--- config.mk ---
export PLATFORM = sky130hd
export DESIGN_NAME = draw_result_overlay
export DESIGN_NICKNAME = d
export VERILOG_FILES = /design/src/rtl/vga_pkg.sv /design/src/rtl/trophy_rom.sv /design/src/rtl/draw_result_overlay.sv
export SDC_FILE = /design/constraint.sdc
export NUM_CORES = 1
export LEC_CHECK = 0
export CAP_MARGIN = 20
export CORE_MARGIN = 4
export CORE_UTILIZATION = 55
export CTS_BUF_LIST = sky130_fd_sc_hd__clkbuf_8
export DETAILED_ROUTE_END_ITERATION = 12
export PLACE_DENSITY = 0.82
export SLEW_MARGIN = 20
export SYNTH_ARGS = -nofsm -noshare
export SYNTH_HDL_FRONTEND = slang
export SYNTH_SLANG_ARGS = --single-unit
--- constraint.sdc ---
create_clock -name clk -period 2.9 [get_ports clk]
set_clock_uncertainty 0.05 [all_clocks]
set_input_delay 0.58 -clock clk [delete_from_list [all_inputs] [get_ports clk]]
set_output_delay 0.58 -clock clk [all_outputs]
set_load 0.01 [all_outputs]
--- src/rtl/vga_pkg.sv ---
`default_nettype none
// ============================================================================
// Module   : vga_pkg
// Purpose  : Shared types and constants for the VGA drawing pipeline,
//            including the end-of-game result overlay.
// Revision : 1.0 - initial release
// ============================================================================
package vga_pkg;

  // Trophy sprite dimensions, in cells
  localparam int SPR_W = 16;
  localparam int SPR_H = 14;

  typedef enum logic [1:0] {
    RES_WHITE = 2'd0,
    RES_BLACK = 2'd1,
    RES_DRAW  = 2'd2
  } result_t;

  typedef enum logic [1:0] {
    OVL_IDLE   = 2'd0,
    OVL_REVEAL = 2'd1,
    OVL_SHOW   = 2'd2
  } ovl_state_t;

  // Sprite cell codes
  localparam logic [1:0] CELL_CLEAR   = 2'd0;
  localparam logic [1:0] CELL_OUTLINE = 2'd1;
  localparam logic [1:0] CELL_FILL    = 2'd2;
  localparam logic [1:0] CELL_ACCENT  = 2'd3;

  // Overlay palette (fill / outline / accent / background per result)
  localparam logic [11:0] COL_WHITE_FILL    = 12'hfff;
  localparam logic [11:0] COL_WHITE_OUTLINE = 12'h666;
  localparam logic [11:0] COL_WHITE_BG      = 12'h0f0;
  localparam logic [11:0] COL_BLACK_FILL    = 12'h000;
  localparam logic [11:0] COL_BLACK_OUTLINE = 12'h888;
  localparam logic [11:0] COL_BLACK_BG      = 12'hf00;
  localparam logic [11:0] COL_DRAW_FILL     = 12'h888;
  localparam logic [11:0] COL_DRAW_OUTLINE  = 12'h444;
  localparam logic [11:0] COL_DRAW_BG       = 12'h00f;
  localparam logic [11:0] COL_ACCENT        = 12'hfd0;

  // Both wins together, or an explicit draw, count as a draw
  function automatic result_t resolve_result(input logic w, input logic b, input logic d);
    if ((w && b) || d) return RES_DRAW;
    else if (w)        return RES_WHITE;
    else               return RES_BLACK;
  endfunction

  // Cell code 0 (transparent) selects the background colour
  function automatic logic [11:0] overlay_colour(input result_t res, input logic [1:0] code);
    logic [11:0] fill;
    logic [11:0] outline;
    logic [11:0] bg;
    case (res)
      RES_WHITE: begin fill = COL_WHITE_FILL; outline = COL_WHITE_OUTLINE; bg = COL_WHITE_BG; end
      RES_BLACK: begin fill = COL_BLACK_FILL; outline = COL_BLACK_OUTLINE; bg = COL_BLACK_BG; end
      default:   begin fill = COL_DRAW_FILL;  outline = COL_DRAW_OUTLINE;  bg = COL_DRAW_BG;  end
    endcase
    case (code)
      CELL_OUTLINE: return outline;
      CELL_FILL:    return fill;
      CELL_ACCENT:  return COL_ACCENT;
      default:      return bg;
    endcase
  endfunction

endpackage
`default_nettype wire

--- src/rtl/trophy_rom.sv ---
`default_nettype none
// ============================================================================
// Module   : trophy_rom
// Purpose  : Combinational 16x14 trophy bitmap (cup, handles, stem, base).
//            Each row is 16 two-bit codes, column 0 in the top bits.
// Revision : 1.0 - initial release
// ============================================================================
module trophy_rom (
  input  logic [3:0] i_col,
  input  logic [3:0] i_row,
  output logic [1:0] o_code
);

  logic [31:0] w_bits;

  // Row lookup: . = 0, o = 1 (outline), # = 2 (fill), * = 3 (accent)
  always_comb begin
    w_bits = 32'h0000_0000;
    case (i_row)
      4'd0:  w_bits = 32'h0555_5550; // ..oooooooooooo..
      4'd1:  w_bits = 32'h57AA_AAD5; // ooo*########*ooo
      4'd2:  w_bits = 32'h47AA_AAD1; // o.o*########*o.o
      4'd3:  w_bits = 32'h46AA_AA91; // o.o##########o.o
      4'd4:  w_bits = 32'h46AA_AA91; // o.o##########o.o
      4'd5:  w_bits = 32'h56AA_AA95; // ooo##########ooo
      4'd6:  w_bits = 32'h06AA_AA90; // ..o##########o..
      4'd7:  w_bits = 32'h01AA_AA40; // ...o########o...
      4'd8:  w_bits = 32'h005A_A500; // ....oo####oo....
      4'd9:  w_bits = 32'h0006_9000; // ......o##o......
      4'd10: w_bits = 32'h0007_D000; // ......o**o......
      4'd11: w_bits = 32'h0055_5500; // ....oooooooo....
      4'd12: w_bits = 32'h007F_FD00; // ....o******o....
      4'd13: w_bits = 32'h0155_5540; // ...oooooooooo...
      default: w_bits = 32'h0000_0000;
    endcase
  end

  // Column 0 sits in bits [31:30], column 15 in bits [1:0]
  assign o_code = w_bits[{~i_col, 1'b0} +: 2];

endmodule
`default_nettype wire

--- src/rtl/draw_result_overlay.sv ---
`default_nettype none
// ============================================================================
// Module   : draw_result_overlay
// Purpose  : End-of-game overlay. Latches the game result, reveals a scaled
//            trophy sprite bottom-up one row at a time, then blinks the
//            background until cleared. Two-cycle pipeline on every field.
// Revision : 1.0 - initial release
// ============================================================================
module draw_result_overlay
  import vga_pkg::*;
#(
  parameter int X_POS         = 272,
  parameter int Y_POS         = 332,
  parameter int SCALE_LOG2    = 4,
  parameter int REVEAL_FRAMES = 4,
  parameter int BLINK_FRAMES  = 30
) (
  input  logic        clk,
  input  logic        rst,
  input  logic        white_win,
  input  logic        black_win,
  input  logic        draw_game,
  input  logic        clear,
  input  logic [10:0] vga_in_hcount,
  input  logic [10:0] vga_in_vcount,
  input  logic        vga_in_hsync,
  input  logic        vga_in_vsync,
  input  logic        vga_in_hblnk,
  input  logic        vga_in_vblnk,
  input  logic [11:0] vga_in_rgb,
  output logic [10:0] vga_out_hcount,
  output logic [10:0] vga_out_vcount,
  output logic        vga_out_hsync,
  output logic        vga_out_vsync,
  output logic        vga_out_hblnk,
  output logic        vga_out_vblnk,
  output logic [11:0] vga_out_rgb,
  output logic        busy
);

  localparam logic [1:0]  ST_IDLE   = OVL_IDLE;
  localparam logic [1:0]  ST_REVEAL = OVL_REVEAL;
  localparam logic [1:0]  ST_SHOW   = OVL_SHOW;
  localparam int          CNT_W     = 16;
  localparam logic [3:0]  ROWS_ALL  = 4'(SPR_H);

  // Control state
  logic [1:0]       r_state;
  result_t          r_res;
  logic [3:0]       r_rows;
  logic [CNT_W-1:0] r_frame_cnt;
  logic             r_blink;
  logic             r_vblnk_prev;

  // Stage-1 registers
  logic [10:0] r_s1_hcount;
  logic [10:0] r_s1_vcount;
  logic        r_s1_hsync;
  logic        r_s1_vsync;
  logic        r_s1_hblnk;
  logic        r_s1_vblnk;
  logic [11:0] r_s1_rgb;
  logic [1:0]  r_s1_code;
  logic        r_s1_vis;
  logic        r_s1_active;
  result_t     r_s1_res;
  logic        r_s1_blink;

  // Combinational
  logic        w_tick;
  logic        w_any_result;
  logic [11:0] w_dx;
  logic [11:0] w_dy;
  logic [11:0] w_dx_cell;
  logic [11:0] w_dy_cell;
  logic        w_in_spr;
  logic        w_row_vis;
  logic [1:0]  w_code;
  logic [1:0]  w_cell;
  logic [11:0] w_base;
  logic [11:0] w_rgb;

  assign w_tick       = vga_in_vblnk & ~r_vblnk_prev;
  assign w_any_result = white_win | black_win | draw_game;
  assign busy         = (r_state != ST_IDLE);

  // Sprite-relative cell coordinates, computed at 12 bits so underflow wraps high
  assign w_dx      = {1'b0, vga_in_hcount} - 12'(X_POS);
  assign w_dy      = {1'b0, vga_in_vcount} - 12'(Y_POS);
  assign w_dx_cell = w_dx >> SCALE_LOG2;
  assign w_dy_cell = w_dy >> SCALE_LOG2;
  assign w_in_spr  = ({1'b0, vga_in_hcount} >= 12'(X_POS)) &&
                     ({1'b0, vga_in_vcount} >= 12'(Y_POS)) &&
                     (w_dx_cell < 12'(SPR_W)) && (w_dy_cell < 12'(SPR_H));
  assign w_row_vis = (r_state == ST_SHOW) ||
                     ((r_state == ST_REVEAL) &&
                      (({1'b0, w_dy_cell[3:0]} + {1'b0, r_rows}) >= 5'(SPR_H)));

  trophy_rom u_rom (
    .i_col  (w_dx_cell[3:0]),
    .i_row  (w_dy_cell[3:0]),
    .o_code (w_code)
  );

  // Result latch, reveal/blink sequencing and frame-edge detection
  always_ff @(posedge clk) begin
    if (rst) begin
      r_state      <= ST_IDLE;
      r_res        <= RES_WHITE;
      r_rows       <= 4'd0;
      r_frame_cnt  <= '0;
      r_blink      <= 1'b0;
      r_vblnk_prev <= 1'b0;
    end else begin
      r_vblnk_prev <= vga_in_vblnk;
      if (clear) begin
        r_state     <= ST_IDLE;
        r_rows      <= 4'd0;
        r_frame_cnt <= '0;
        r_blink     <= 1'b0;
      end else begin
        case (r_state)
          ST_IDLE: begin
            if (w_any_result) begin
              r_res       <= resolve_result(white_win, black_win, draw_game);
              r_state     <= ST_REVEAL;
              r_rows      <= 4'd0;
              r_frame_cnt <= '0;
              r_blink     <= 1'b0;
            end
          end
          ST_REVEAL: begin
            if (w_tick) begin
              if (r_frame_cnt == CNT_W'(REVEAL_FRAMES - 1)) begin
                r_frame_cnt <= '0;
                r_rows      <= r_rows + 4'd1;
                if (r_rows == ROWS_ALL - 4'd1) r_state <= ST_SHOW;
              end else begin
                r_frame_cnt <= r_frame_cnt + 1'b1;
              end
            end
          end
          ST_SHOW: begin
            if (w_tick) begin
              if (r_frame_cnt == CNT_W'(BLINK_FRAMES - 1)) begin
                r_frame_cnt <= '0;
                r_blink     <= ~r_blink;
              end else begin
                r_frame_cnt <= r_frame_cnt + 1'b1;
              end
            end
          end
          default: r_state <= ST_IDLE;
        endcase
      end
    end
  end

  // Stage 1: timing, cell code, visibility and a snapshot of overlay state
  always_ff @(posedge clk) begin
    if (rst) begin
      r_s1_hcount <= '0;
      r_s1_vcount <= '0;
      r_s1_hsync  <= 1'b0;
      r_s1_vsync  <= 1'b0;
      r_s1_hblnk  <= 1'b0;
      r_s1_vblnk  <= 1'b0;
      r_s1_rgb    <= '0;
      r_s1_code   <= 2'd0;
      r_s1_vis    <= 1'b0;
      r_s1_active <= 1'b0;
      r_s1_res    <= RES_WHITE;
      r_s1_blink  <= 1'b0;
    end else begin
      r_s1_hcount <= vga_in_hcount;
      r_s1_vcount <= vga_in_vcount;
      r_s1_hsync  <= vga_in_hsync;
      r_s1_vsync  <= vga_in_vsync;
      r_s1_hblnk  <= vga_in_hblnk;
      r_s1_vblnk  <= vga_in_vblnk;
      r_s1_rgb    <= vga_in_rgb;
      r_s1_code   <= w_code;
      r_s1_vis    <= w_in_spr && w_row_vis;
      r_s1_active <= (r_state != ST_IDLE);
      r_s1_res    <= r_res;
      r_s1_blink  <= (r_state == ST_SHOW) && r_blink;
    end
  end

  assign w_cell = (r_s1_vis && (r_s1_code != CELL_CLEAR)) ? r_s1_code : CELL_CLEAR;
  assign w_base = overlay_colour(r_s1_res, w_cell);

  // Stage-2 colour select: pass-through, blanking, sprite cell or background
  always_comb begin
    w_rgb = r_s1_rgb;
    if (r_s1_active) begin
      if (r_s1_hblnk || r_s1_vblnk) begin
        w_rgb = 12'h000;
      end else if ((w_cell == CELL_CLEAR) && r_s1_blink) begin
        w_rgb = {1'b0, w_base[11:9], 1'b0, w_base[7:5], 1'b0, w_base[3:1]};
      end else begin
        w_rgb = w_base;
      end
    end
  end

  // Stage 2: registered outputs
  always_ff @(posedge clk) begin
    if (rst) begin
      vga_out_hcount <= '0;
      vga_out_vcount <= '0;
      vga_out_hsync  <= 1'b0;
      vga_out_vsync  <= 1'b0;
      vga_out_hblnk  <= 1'b0;
      vga_out_vblnk  <= 1'b0;
      vga_out_rgb    <= '0;
    end else begin
      vga_out_hcount <= r_s1_hcount;
      vga_out_vcount <= r_s1_vcount;
      vga_out_hsync  <= r_s1_hsync;
      vga_out_vsync  <= r_s1_vsync;
      vga_out_hblnk  <= r_s1_hblnk;
      vga_out_vblnk  <= r_s1_vblnk;
      vga_out_rgb    <= w_rgb;
    end
  end

endmodule
`default_nettype wire

## After elaboration in Yosys (flattened, before gate mapping)

Memory sizes are Yosys's and may differ from the RTL's.
Index checks and enable logic that the tools add are counted.

| cells by class | value |
|---|---|
| $add $sub $neg | 5 |
| magnitude comparators | 5 |
| eq/ne operators | 15 |
| shift-type cells | 1 |
| mux-type cells | 29 |
| bitwise gates (word level) | 8 |
| reductions and logical operators | 26 |

Operator list:

| kind | count |
|---|---|
| $mux W16 | 5 |
| $pmux W12 S2 | 3 |
| $pmux W16 S3 | 1 |
| $mux W12 | 3 |
| $pmux W12 S3 | 1 |
| $shiftx A32 B6 Y2 | 1 |
| $sub A11 B9 Y12 const B | 2 |
| $ge A11 B9 Y1 const B | 2 |
| $add A16 B1 Y16 const B | 1 |
| $eq A16 B2 Y1 const B | 1 |
| $eq A16 B5 Y1 const B | 1 |
| $mux W2 | 6 |
| $mux W4 | 3 |
| $reduce_and A4 Y1 | 3 |
| $logic_and A1 B1 Y1 | 9 |
| $lt A8 B4 Y1 const B | 1 |
| $lt A8 B5 Y1 const B | 1 |
| $pmux W4 S2 | 1 |
| $reduce_bool A2 Y1 | 4 |
| $eq A2 B1 Y1 const B | 3 |
| $eq A2 B2 Y1 const B | 3 |
| $logic_not A2 Y1 | 3 |
| $ne A2 B1 Y1 const B | 3 |
| $ne A2 B2 Y1 const B | 3 |
| 16 further kinds | 25 |

| word-level totals | value |
|---|---|
| bits in registers | 108 |
| ROM bits | 416 |
| bits of input ports | 44 |
| output and inout port bits | 39 |
| word-level logic and storage cells | 114 |
| memories | 1 |

Memory list:

| memory | depth | bits a word | rd ports | clocked after memory_dff | write ports | line | RTL |
|---|---|---|---|---|---|---|---|
| (no name shown) | 16 | 26 | 1 | 0 | 0 | trophy_rom.sv:19 | `case (i_row)` |

## Longest topological paths before layout

Gate-level depths: netlist of run 1.

| logic depth | value |
|---|---|
| depth after elaboration | 8 |
| mapped depth | 11 |
| mapped depth without buffers | 11 |

## By module

A second synthesis of run 1 with hierarchy kept.

| second synthesis, totals | value |
|---|---|
| cell total of the unflattened synthesis | 517 |
| area total of the unflattened synthesis | 4794.6 µm² |

Modules (own cells, without submodules):

| module | times used | cells an instance | area each (µm²) |
|---|---|---|---|
| draw_result_overlay | 1 | 447 | 4345.4 |
| trophy_rom | 1 | 70 | 449.2 |

## Least setup slack after synthesis of run 1

OpenSTA, ideal clock, no wires.

| timing path | value |
|---|---|
| path kind | input port to flip-flop |
| start point | in vga_in_vcount[5] |
| end point | reg r_s1_code[0] |
| arrival | 2.571 ns |
| data required time | 2.728 ns |
| setup slack | 0.157 ns |
| cell stages on the path | 10 |
| path buffers | 1 |
| path through | buf_4 > a211o_1 > nand2_1 > inv_1 > ha_1 > mux2_2 > o221ai_1 > a41oi_1 > o31a_1 > a221o_1 |

| on the way | value |
|---|---|
| word-level cells in the longest chain between the ends | 3 |

Ends and longest elaborated chain:

| item | line | RTL |
|---|---|---|
| from (decl) | draw_result_overlay.sv:25 | `input logic [10:0] vga_in_vcount,` |
| $sub A11 B9 Y12 | draw_result_overlay.sv:89 | `assign w_dy = {1'b0, vga_in_vcount} - 12'(Y_POS);` |
| $mem_v2 Z16 W26 | n/a |  |
| $shiftx A32 B6 Y2 | trophy_rom.sv:39 | `assign o_code = w_bits[{~i_col, 1'b0} +: 2];` |
| to (signal assigned) | draw_result_overlay.sv:182 | `r_s1_code <= w_code;` |
| to (decl) | draw_result_overlay.sv:63 | `logic [1:0] r_s1_code;` |

Every way passes these cells.
A chain may end at the register's enable or synchronous reset.

## Worst setup path in the final report of run 1

Ends and elaborated chain as after synthesis.

==> impl_results.md, run 1 <==
* Die Footprint at approximately 11000 µm²
* Post-DP HPWL at around 8500 µm
* Reg2reg path depth at 6
* Fin crit share at between 90% and 100%
* Ports at 83
* Pin count of the biggest net entering global routing at 80
* Slew @ Worst Pin at approximately 0.97 ns
* ANT nets after route at 0
* Via/cell ratio at approximately 5.5
* Footprint of the multi-input gates at roughly 2600 µm²
* Max Fclk at roughly 0.36 GHz
* Synth top area share at between 40% and 50%
* Post-DP Area at a little over 6000 µm²
* Vias in the first global route at between 4000 and 5000
* Drc violations at 0
* Status: finished, final reports clean
* Synth area leader: dfxtp_1
* Most frequent cell after synthesis: dfxtp_1
* Unrepaired setup endpoints after global routing: false
* Crit path to: r_s1_code[0]
* Final WS setup at ~0.16 ns
* Worst relative slew slack at 35.1%
* Final Setup Violations at 0
* GR Util All Layers at between 20% and 30%
* 1st-iter DRT viols at ~230
* Synthesized net count at 620
* CTS clk-pin slew, worst paths at 0.11 ns
* Async S/R FF share, synth at 0%
* Reg2Reg Capture Point: r_frame_cnt[9]
* FF+latch area at about 2200 µm²
* Fin cells at just under 800
* CTS H-Tree Depth at 3
* RR Startpoint: r_state[0]
* Via count at around 4200
* Filler instances at around 670
* Worst hold path depth at 1
* Final WL at around 12000 µm
* Avg Cell Area, Syn at slightly below 9 µm²
* Synth Area in Compound Gates at roughly 17%
* Die boundary width at just over 100 µm
* Cts bufs inserted at 9
* Min Clock Period, post-route at roughly 2.7 ns
* Area grow syn2layout at 27.1%
* Initial Util at about 57%
* # port buffers at 82
* Placement Setup Slack at -0.398 ns
* CP Max Fanout at 9
* Top post-synthesis cells by count: dfxtp_1 (108), nor2b_1 (68), nor2_1 (52), nand2_1 (37), a21oi_1 (27)
* VDD IR max at ~0.00024 V
* Simple-gate share of the synthesized area at 25.5%
* Row count at 34
* Flops & latches, synth at approximately 110
* Yosys cell types at 70
* Req. time, crit path at approximately 3.1 ns
* Hold Slack at 0.383 ns
* Flop2flop setup slack at roughly 0.33 ns
* Worst Setup Start Kind: input port
* ANT cells at 0
* Hold_buf cts at 0
* Longest Clk Path Bufs at 2
* Core Area at 8720 µm²
* Synth area leaders: dfxtp_1 (44%), nor2b_1 (8.6%), ha_1 (4.3%), nor2_1 (3.9%), nand2_1 (2.8%)
* Sequential area share after synthesis at 43.7%
* Detailed Routing Iterations Pass 1 at 5
* Fin. Hold Viols at 0
* Syn. warnings at 0
* Syn Inst Count at ~560
* Placed cells at around 760
* Worst hold path type: reg -> reg
* Fin area at 6290 µm²
* CTS tree: done
* Synth Area in XOR/XNOR at 4.58%
* Prevailing post-synth register cell: dfxtp_1
* Largest family of logic cells by synthesized area: simple AND/OR/NAND/NOR gates
* Grt ovf at 0
* Post-synthesis mux area share at 0.860%
* Wire per inst at about 15 µm
* PD cells at 482 nW/µm²
* Setup TNS Final at 0 ns
* Layout cells sized above 1 at a little under an eighth
* Clock latency on the worst-skew pair at roughly 0.38 ns
* Root Buffer: clkbuf_8
* CP arrival at 2.96 ns
* Layout Nets at 723
* Crit path from: vga_in_vcount[5]
* Setup crit end kind: flip-flop
* EDFF count, synth at 0
* Max-slew violations at 0
* Post-synthesis adder-cell area fraction at about 4.7%
* Max cap viols at 0
* Global-route wire length before repair at about 19000 µm
* Cell area after synthesis at 4950 µm²
* CTS sink cnt at 108
* P_leak at about 2.5 nW
* Routability cong. at about 0.94
* Initial antenna violation count at 0
* Setup CP Type: in -> reg
* DIE HEIGHT at approximately 100 µm
[cell usage in the layout (no fill, tap or decap), drive strengths merged, types with 7 or more instances in the layout]
master and count:
a21oi 27, and3 7, buf 40, clkbuf 9
clkdlybuf4s50 78, dfxtp 108, ha 17, inv 21
nand2 39, nand2b 13, nand3 20, nor2 53
nor2b 68, nor3 11, o21ai 31, xnor2 13
xor2 12
[how the worst min path moves through the flow]
stage | start | end | slack (ns)
floorplan | r_s1_hcount[0] | vga_out_hcount[0] | 0.36
global placement | r_s1_hcount[8] | vga_out_hcount[8] | 0.37
detailed placement | r_s1_vcount[9] | vga_out_vcount[9] | 0.37
CTS | r_s1_vcount[9] | vga_out_vcount[9] | 0.39
global route | r_s1_vcount[9] | vga_out_vcount[9] | 0.40
finish | r_s1_vcount[9] | vga_out_vcount[9] | 0.38
[per-layer routing]
layer / vias up / wire [µm] / track usage [%]
met5: - / 0 / 0
met4: 0 / 199 / 7.87
met3: 20 / 818 / 3.25
met2: 162 / 5330 / 35.8
met1: 1948 / 5160 / 30.1
li1: 2119 / - / -
[flip-flops by register name, summed over array words and instances (netlist names), 2 cells and up]
register and flops:
r_s1_hcount 11, r_s1_code 2, r_s1_vcount 11, vga_out_vcount 11
r_s1_rgb 12, vga_out_rgb 12, r_rows 4, r_state 2
r_s1_res 2, r_res 2, vga_out_hcount 11, r_frame_cnt 16
[per-stage QoR]
step | total power [mW] | util, %
after floorplan | 1.91 | -
after global placement | 2.13 | 69.4
after detailed placement | 2.15 | 69.4
after CTS | 3.04 | 71.8
after global routing | 3.17 | 72.1
final | 3.03 | 72.1
[kinds of logic (layout without fill, tap and decap cells)]
group	after synthesis	after routing
buffers and inverters	47	155
AND/OR/NAND/NOR	238	238
AO/OA/AOI/OAI	118	118
flip-flops	108	108
multiplexers	4	4
adder cells (fa/ha/maj)	18	18
XOR/XNOR	25	25
[cell type report]
type                       instances  area share (%)
inverter                          18            1.07
clock buffer                       9            1.97
timing repair buffer             121            17.7
clock inverter                     7            1.19
multi-input combinational        403            41.5
sequential                       108            34.4
tap                              108            2.15
[worst max-delay path, stage by stage]
cell and delay [ns]:
clkdlybuf4s50_1 0.49, buf_4 0.18, nand2_1 0.08, nand2_1 0.12
inv_1 0.12, ha_1 0.22, mux2_2 0.29, o221ai_1 0.19
a41oi_1 0.07, o31a_1 0.29, a221o_1 0.33
[power by group]
group | internal [mW] | leakage (nW) | total [mW] | switching, mW
Sequential | 1.54 | 0.888 | 1.57 | 0.0275
Combinational | 0.278 | 1.48 | 0.553 | 0.275
Clock | 0.341 | 0.0981 | 0.905 | 0.565
[what timing repair did]
item,4_1_cts,5_1_grt
pin swaps,0,1
setup endpoints to repair,1,2
setup buffers,0,2
hold endpoints to repair,0,0
resized for setup,1,6
Note: power is estimated with default switching activity, not from simulation.
==> run 2, diff against run 1 <==
CORE_UTILIZATION = 50   (was 55)
PLACE_DENSITY = 0.76   (was 0.82)
==> impl_results.md, run 2 (synthesis gave the netlist of run 1 again) <==
* CTS sink cnt at 108 (unchanged)
* Fin crit share at 93.9% (-0.69 points)
* Initial antenna violation count at 0 (unchanged)
* Reg2Reg Capture Point: r_frame_cnt[6]
* Max cap viols at 0 (unchanged)
* Post-layout util at 65.7% (-6.4 points)
* Grt ovf at 0 (unchanged)
* Ports at 83 (unchanged)
* Initial Util at 51.1% (-5.6 points)
* Req. time, crit path at 3.12 ns (about the same)
* CTS H-Tree Depth at 3 (unchanged)
* Die Footprint at 11500 µm² (+9.2%)
* Max-slew violations at 0 (unchanged)
* Hold_buf cts at 0 (unchanged)
* Drc violations at 0 (unchanged)
* Regs by FF count: r_frame_cnt: 16 flops, r_s1_rgb: 12 flops, vga_out_rgb: 12 flops
* Top reg by flops: r_frame_cnt
* Layout Nets at 723 (unchanged)
* Die boundary width at 107 µm (+4.5%)
* Min-Delay Endpoint: vga_out_vcount[5]
* Final WL at 11200 µm (-2.2%)
* Fin. Hold Viols at 0 (unchanged)
* DIE HEIGHT at 107 µm (+4.5%)
* Root Buffer: clkbuf_8
* ANT cells at 0 (unchanged)
* Setup TNS Final at 0 ns (unchanged)
* Commonest cells after routing, fill and taps aside: dfxtp_1 (108), clkdlybuf4s50_1 (78), nor2b_1 (68)
* Max reg flops at 16 (unchanged)
* Vias in the first global route at 3860 (-4.2%)
* Unrepaired setup endpoints after global routing: false
* Placed cells at 783 (+3.6%)
* Worst hold path type: reg -> reg
* Final Setup Violations at 0 (unchanged)
* CP arrival at 2.94 ns (-0.02 ns)
* Flop2flop setup slack at 0.43 ns (+0.10 ns)
* Slew @ Worst Pin at 0.960 ns (-0.00787 ns)
* Min Clock Period, post-route at 2.72 ns (-0.0201 ns)
* GR Util All Layers at 19.6% (-2.4 points)
* CTS tree: done
* Post-DP HPWL at 8470 µm (+0.13%)
* Worst relative slew slack at 35.6% (+0.53 points)
* Filler instances at 798 (+20%)
* VDD IR max at 0.000330 V (+40%)
* Clock latency on the worst-skew pair at 0.37 ns (about the same)
* Setup CP Type: in -> reg
* Global-route wire length before repair at 18500 µm (-1.1%)
* Core Area at 9680 µm² (+11%)
* Worst Setup Start Kind: input port
* Max Fclk at 0.367 GHz (+0.74%)
* Via/cell ratio at 5.33 (-3.0%)
* Fin cells at 799 (+3.2%)
* Status: finished, final reports clean
* Reg2reg path depth at 6 (unchanged)
* Pin count of the biggest net entering global routing at 42 (-48%)
* Layout cells sized above 1 at 11.0% (-0.30 points)
* Hold_sp: r_s1_vcount[5]
* Routability cong. at 0.908 (-3.5%)
* 1st-iter DRT viols at 214 (-8.2%)
* CTS clk-pin slew, worst paths at 0.11 ns (about the same)
* CP Max Fanout at 4 (-5)
* Detailed Routing Iterations Pass 1 at 4 (-1)
* ANT nets after route at 0 (unchanged)
* Via count at 4255 (+0.14%)
* Longest Clk Path Bufs at 2 (unchanged)
* Cts bufs inserted at 9 (unchanged)
* Row count at 36 (+5.9%)
* Worst hold path depth at 1 (unchanged)
* Wire per inst at 14.1 µm (-5.3%)
* Most common cell after layout, fill and taps aside: dfxtp_1
* P_leak at 2.48 nW (+0.76%)
* # port buffers at 82 (unchanged)
* Area grow syn2layout at 28.6%
* Pwr Total at 3.18 mW (+4.8%)
* RR Startpoint: r_state[0]
* PD cells at 500 nW/µm² (+3.7%)
* Setup crit end kind: flip-flop
run 2: timing repair:
action                     in CTS  in global routing
buffers inserted                0                  0
gates resized for setup         1                  3
setup endpoints to repair       1                  2
hold endpoints to repair        0                  0
run 2: where the power goes:
group,internal (mW),switching [mW]
Sequential,1.54,0.0287
Clock,0.508,0.548
Combinational,0.279,0.270
run 2: worst max path at each step:
stage	startpoint	endpoint	slack, ns	depth (start not counted)
final	vga_in_vcount[5]	r_s1_code[0]	0.18	11
after global routing	vga_in_vcount[5]	r_s1_code[0]	0.08	11
after CTS	vga_in_vcount[4]	r_s1_vis	0.06	12
after detailed placement	vga_in_vcount[3]	r_s1_code[0]	-0.36	11
after global placement	vga_in_vcount[3]	r_s1_code[0]	-0.32	11
after floorplan	vga_in_vcount[5]	r_s1_code[0]	0.16	10
run 2: metal layers:
layer | wire length (µm) | vias up | GRT usage, %
met5 | 0 | - | 0
met4 | 61 | 0 | 3.52
met3 | 635 | 6 | 3.54
met2 | 5130 | 121 | 30.8
met1 | 5420 | 2000 | 28.7
li1 | - | 2128 | -
run 2: final cells by class:
| class | count | area [µm²] | share of cell area (%) |
|---|---|---|---|
| Multi-Input combinational cell | 403 | 2600 | 40.9 |
| Sequential cell | 108 | 2160 | 34.0 |
| Timing Repair Buffer | 121 | 1120 | 17.7 |
| Tap cell | 133 | 166 | 2.62 |
| Clock buffer | 9 | 124 | 1.95 |
| Clock inverter | 7 | 114 | 1.79 |
| Inverter | 18 | 67.6 | 1.06 |
run 2: critical path, stage by stage:
cell and delay (ns):
clkdlybuf4s50_1 0.43, a211o_1 0.30, nand2_1 0.12, inv_1 0.11, ha_1 0.21, mux2_2 0.28, nor2_1 0.09, a211oi_1 0.06
o311ai_0 0.38, a221oi_1 0.13, a221o_1 0.27
run 2: per-stage QoR:
step                cell area, µm²  setup slack, ns  hold slack [ns]
floorplan                     4950            0.157            0.364
global placement              6110           -0.316            0.367
detailed placement            6110           -0.358            0.370
CTS                           6350           0.0564            0.395
global route                  6360           0.0757            0.403
finish                        6360            0.176            0.393
